`config.mk`:
```
export PLATFORM = sky130hd
export DESIGN_NAME = hazard_ctrl
export DESIGN_NICKNAME = d
export VERILOG_FILES = /design/src/rtl/hazard_ctrl.sv
export SDC_FILE = /design/constraint.sdc
export NUM_CORES = 1
export LEC_CHECK = 0
export BUFFER_PORTS_ARGS = -buffer_cell sky130_fd_sc_hd__buf_4
export CAP_MARGIN = 20
export CORE_MARGIN = 3
export CORE_UTILIZATION = 40
export DETAILED_ROUTE_END_ITERATION = 6
export PLACE_DENSITY_LB_ADDON = 0.05
export SLEW_MARGIN = 0
export SYNTH_ARGS = -nofsm -noshare
export SYNTH_HDL_FRONTEND = slang
export SYNTH_SLANG_ARGS = --single-unit
```
`constraint.sdc`:
```
create_clock -name clk -period 3.5 [get_ports clk]
set_clock_uncertainty 0.05 [all_clocks]
set_input_delay 0.35 -clock clk [delete_from_list [all_inputs] [get_ports clk]]
set_output_delay 0.35 -clock clk [all_outputs]
set_load 0.02 [all_outputs]
```
`src/rtl/hazard_ctrl.sv`:
```
// hazard_ctrl: RV32I pipeline hazard controller (stall/flush/bubble, forwarding selects, stall counter).
// Define HAZARD_CTRL_FORWARD_EN for EX/MEM + MEM/WB forwarding; default build stalls on every RAW.
module hazard_ctrl #(
   parameter int CNT_W = 16
) (
   input  logic             clk,
   input  logic             reset,
   input  logic             id_valid,
   input  logic [4:0]       id_rs1,
   input  logic [4:0]       id_rs2,
   input  logic             id_uses_rs1,
   input  logic             id_uses_rs2,
   input  logic [4:0]       id_rd,
   input  logic             id_writes_rd,
   input  logic             id_is_load,
   input  logic             ex_branch_taken,
   output logic             stall,
   output logic             flush,
   output logic             ex_valid,
   output logic [1:0]       fwd_a,
   output logic [1:0]       fwd_b,
   output logic [CNT_W-1:0] stall_count
);
   logic [4:0] ex_rd, mem_rd;
   logic       ex_wr, mem_v, mem_wr;
   logic       p_ex, p_mem, ma_ex, mb_ex, ma_mem, mb_mem, hazard, bubble;

   // The WB slot is never consulted: the write-first regfile covers it.
   assign p_ex   = ex_valid & ex_wr & (ex_rd != 5'd0);
   assign p_mem  = mem_v & mem_wr & (mem_rd != 5'd0);
   assign ma_ex  = id_uses_rs1 & id_valid & p_ex & (ex_rd == id_rs1);
   assign mb_ex  = id_uses_rs2 & id_valid & p_ex & (ex_rd == id_rs2);
   assign ma_mem = id_uses_rs1 & id_valid & p_mem & (mem_rd == id_rs1);
   assign mb_mem = id_uses_rs2 & id_valid & p_mem & (mem_rd == id_rs2);
   assign flush  = ex_valid & ex_branch_taken;
   assign stall  = hazard & ~flush & ~reset;
   assign bubble = stall | flush;

`ifdef HAZARD_CTRL_FORWARD_EN
   logic ex_ld;
   assign hazard = ex_ld & (ma_ex | mb_ex);
   always_ff @(posedge clk) begin
      if (reset) begin
         ex_ld <= 1'b0;
         fwd_a <= 2'b00;
         fwd_b <= 2'b00;
      end else begin
         ex_ld <= id_is_load;
         fwd_a <= bubble ? 2'b00 : ma_ex ? 2'b01 : ma_mem ? 2'b10 : 2'b00;
         fwd_b <= bubble ? 2'b00 : mb_ex ? 2'b01 : mb_mem ? 2'b10 : 2'b00;
      end
   end
`else
   logic unused_load;
   assign unused_load = &{1'b0, id_is_load};
   assign hazard = ma_ex | mb_ex | ma_mem | mb_mem;
   assign fwd_a  = 2'b00;
   assign fwd_b  = 2'b00;
`endif

   always_ff @(posedge clk) begin
      if (reset) begin
         ex_valid    <= 1'b0;
         ex_rd       <= 5'd0;
         ex_wr       <= 1'b0;
         mem_v       <= 1'b0;
         mem_rd      <= 5'd0;
         mem_wr      <= 1'b0;
         stall_count <= '0;
      end else begin
         mem_v    <= ex_valid;
         mem_rd   <= ex_rd;
         mem_wr   <= ex_wr;
         ex_valid <= id_valid & ~bubble;
         ex_rd    <= id_rd;
         ex_wr    <= id_writes_rd;
         if (stall && !(&stall_count))
            stall_count <= stall_count + 1'b1;
      end
   end
endmodule

```
==> metrics <==
setup TNS=0 ns; worst setup margin=1.160 ns; DR vias/cell=~5.1; WP data arrival=1.94 ns; DRT Pass-1 Iters=4; Port Buffer Count=40; Area Growth Syn to Fin=26.27%; CTS clk-pin slew, worst paths=around 0.060 ns; Starting Density=between 40 and 50%; Syn. warnings=0; Mean Syn Cell Area=9.071 sq um; first-pass GRT wire length=5188 um; Critical Path Start=ex_rd[3]; floorplan core area=around 3500 sq um; Fin. Hold Viols=0; post-synth top area cell=dfxtp_1; largest net degree at the start of global routing=32; Remaining DRCs=0; Die Width=slightly below 70 um; final worst-path cycle share=roughly 67%; cells after synthesis=168; Max Cap Violations=0; initial drt markers=93; Final Max Tran Viols=0; required time of the worst setup path=between 3 and 4 ns; clk_lat worst skew=approximately 0.27 ns; via count=roughly 1300; GP Congestion=0.8272; TritonCTS clock tree=yes; Synth area leaders=dfxtp_1, xor2_1, nor2b_1; # diodes=0; vias in the first global route=roughly 1200; Post-CTS Hold Buffers=0; Worst Path Class, Setup=flop to output port; Resized cells post-CTS=0; clock root cell=clkbuf_8; antenna viol nets, final=0; nets=~230; Post-CTS Setup Inserts=0; HPWL after DPL=approximately 2500 um; Routed WL per cell=12.77 um; Finished Cell Area=roughly 1900 sq um; die area=between 4000 and 5000 sq um; sequential fraction of the synthesis area=39.41%; RR Startpoint=ex_rd[3]; gr ovfl total=0; maximum clock insertion buffer count=2; library cells used by synthesis=36; HP Start=id_writes_rd; DP Area=~1800 sq um; register area=about 600 sq um; filler cell count=between 300 and 400; Pleak=between 0.0008 and 0.0009 uW; pwr dens=roughly 370 nW/um^2; CP endpoint kind=output port; most common cell after layout, fill and taps aside=buf_4; Yosys reg bits=30; Die Ht=approximately 68 um; worst min path class=input pin to flop; post-synth top area share=between 30 and 40%; RSZ-0062 raised after global routing=false; worst-path maximum fanout=9; fraction of layout cells with a size suffix above 1=between 20% and 30%; Final Core Density=~55%; min Tclk post-route=2.340 ns; most frequent cells in the layout=buf_4, dfxtp_1, xor2_1; cell area after synthesis=1524 sq um; Num Clock Sinks=30; maximum VDD drop=approximately 0.00028 V; GRT Overall Usage=~15%; antenna violations before repair=0; final WL=3268 um; CTS H-tree depth=2; final setup fails=0; total CTS buffers=5; worst slack, placed=1.034 ns; outcome=completed; IO Count=46; type of origin of the critical path=flop; maximum clock frequency=0.4273 GHz; Row Count=21; Multi-input gate area=about 870 sq um
==> cell type report <==
class / instances / share of cell area (%)
multi-input cells: 131 / 45.06
flip-flops and latches: 30 / 31.21
repair buffers: 40 / 15.60
clock buffers: 6 / 4.291
well taps: 46 / 2.991
clock inverters: 2 / 0.6502
inverters: 1 / 0.1951
==> where the power goes <==
part | switching [uW] | internal, uW
Clock | 127 | 158
Combinational | 33.7 | 33.7
Sequential | 8.48 | 349
==> state kept, by name, indices dropped and copies added (netlist names) <==
| name | cells |
|---|---|
| ex_rd | 5 |
| ex_valid | 1 |
| ex_wr | 1 |
| mem_rd | 5 |
| mem_v | 1 |
| mem_wr | 1 |
| stall_count | 16 |
==> cell families (layout without fill, tap and decap cells) <==
kind of cell / after synthesis / after routing / synth area share (%)
simple gates: 77 / 77 / 28.24
flops: 30 / 30 / 39.41
xor+xnor: 26 / 26 / 14.94
compound gates: 22 / 22 / 11.25
buf+inv: 10 / 49 / 4.433
fa+ha+maj: 1 / 1 / 0.8209
other cells: 1 / 4 / 0.2461
mux: 1 / 1 / 0.6568
==> critical path, cell delays in order (launching register included) <==
cell and delay (ns):
dfxtp_1 0.36, xor2_1 0.18, nor4_1 0.35, a22oi_2 0.13, o22ai_4 0.28, and2_4 0.23, buf_4 0.14
==> worst paths after layout <==
path                                        end  slack, ns  depth (start not counted)
worst max-delay path                      stall       1.16                          6
worst min-delay path                      ex_wr       0.23                          2
worst max register to register  stall_count[15]       1.17                          7
worst min register to register           mem_wr       0.43                          1
==> synth_stat cells <==
cell type and n:
inv_1 1, nand4_1 1, and3_1 7, conb_1 1, o22ai_4 1, o31a_1 1
a22oi_1 1, nor4_2 2, clkbuf_1 3, dfxtp_1 30, a41oi_1 1, buf_4 4
or4_1 6, a311oi_1 1, nand2_1 9, o31ai_1 3, or3_1 2, xor2_1 24
xnor2_1 2, and4_1 1, a21oi_1 7, a211oi_1 1, nor2_1 16, and2_1 1
nand2_2 1, or2_2 2, buf_6 2, nor4_1 3, ha_1 1, and2_4 1
o21ai_0 3, a22oi_2 1, nor2b_1 14, o211ai_2 2, nand3_1 11, mux2i_1 1
==> metal layers <==
layer | track usage (%) | share of wire [%] | up-vias
met5 | 0 | 0 | -
met2 | 21.39 | 42 | 41
li1 | - | - | 658
met3 | 4.825 | 6.4 | 6
met1 | 21.46 | 50 | 590
met4 | 6.835 | 1.6 | 0
==> metrics by stage <==
| step | hold slack, ns | instances | power (uW) |
|---|---|---|---|
| 5_1_grt | 0.2301 | 256 | 740.7 |
| 3_3_place_gp | 0.4204 | 248 | 431.3 |
| 3_5_place_dp | 0.4249 | 248 | 433.1 |
| 6_report | 0.2339 | 256 | 709.5 |
| 2_1_floorplan | 0.4071 | 171 | 405.0 |
| 4_1_cts | 0.2275 | 256 | 718.9 |
No activity file was read; power rests on OpenSTA's default activity.
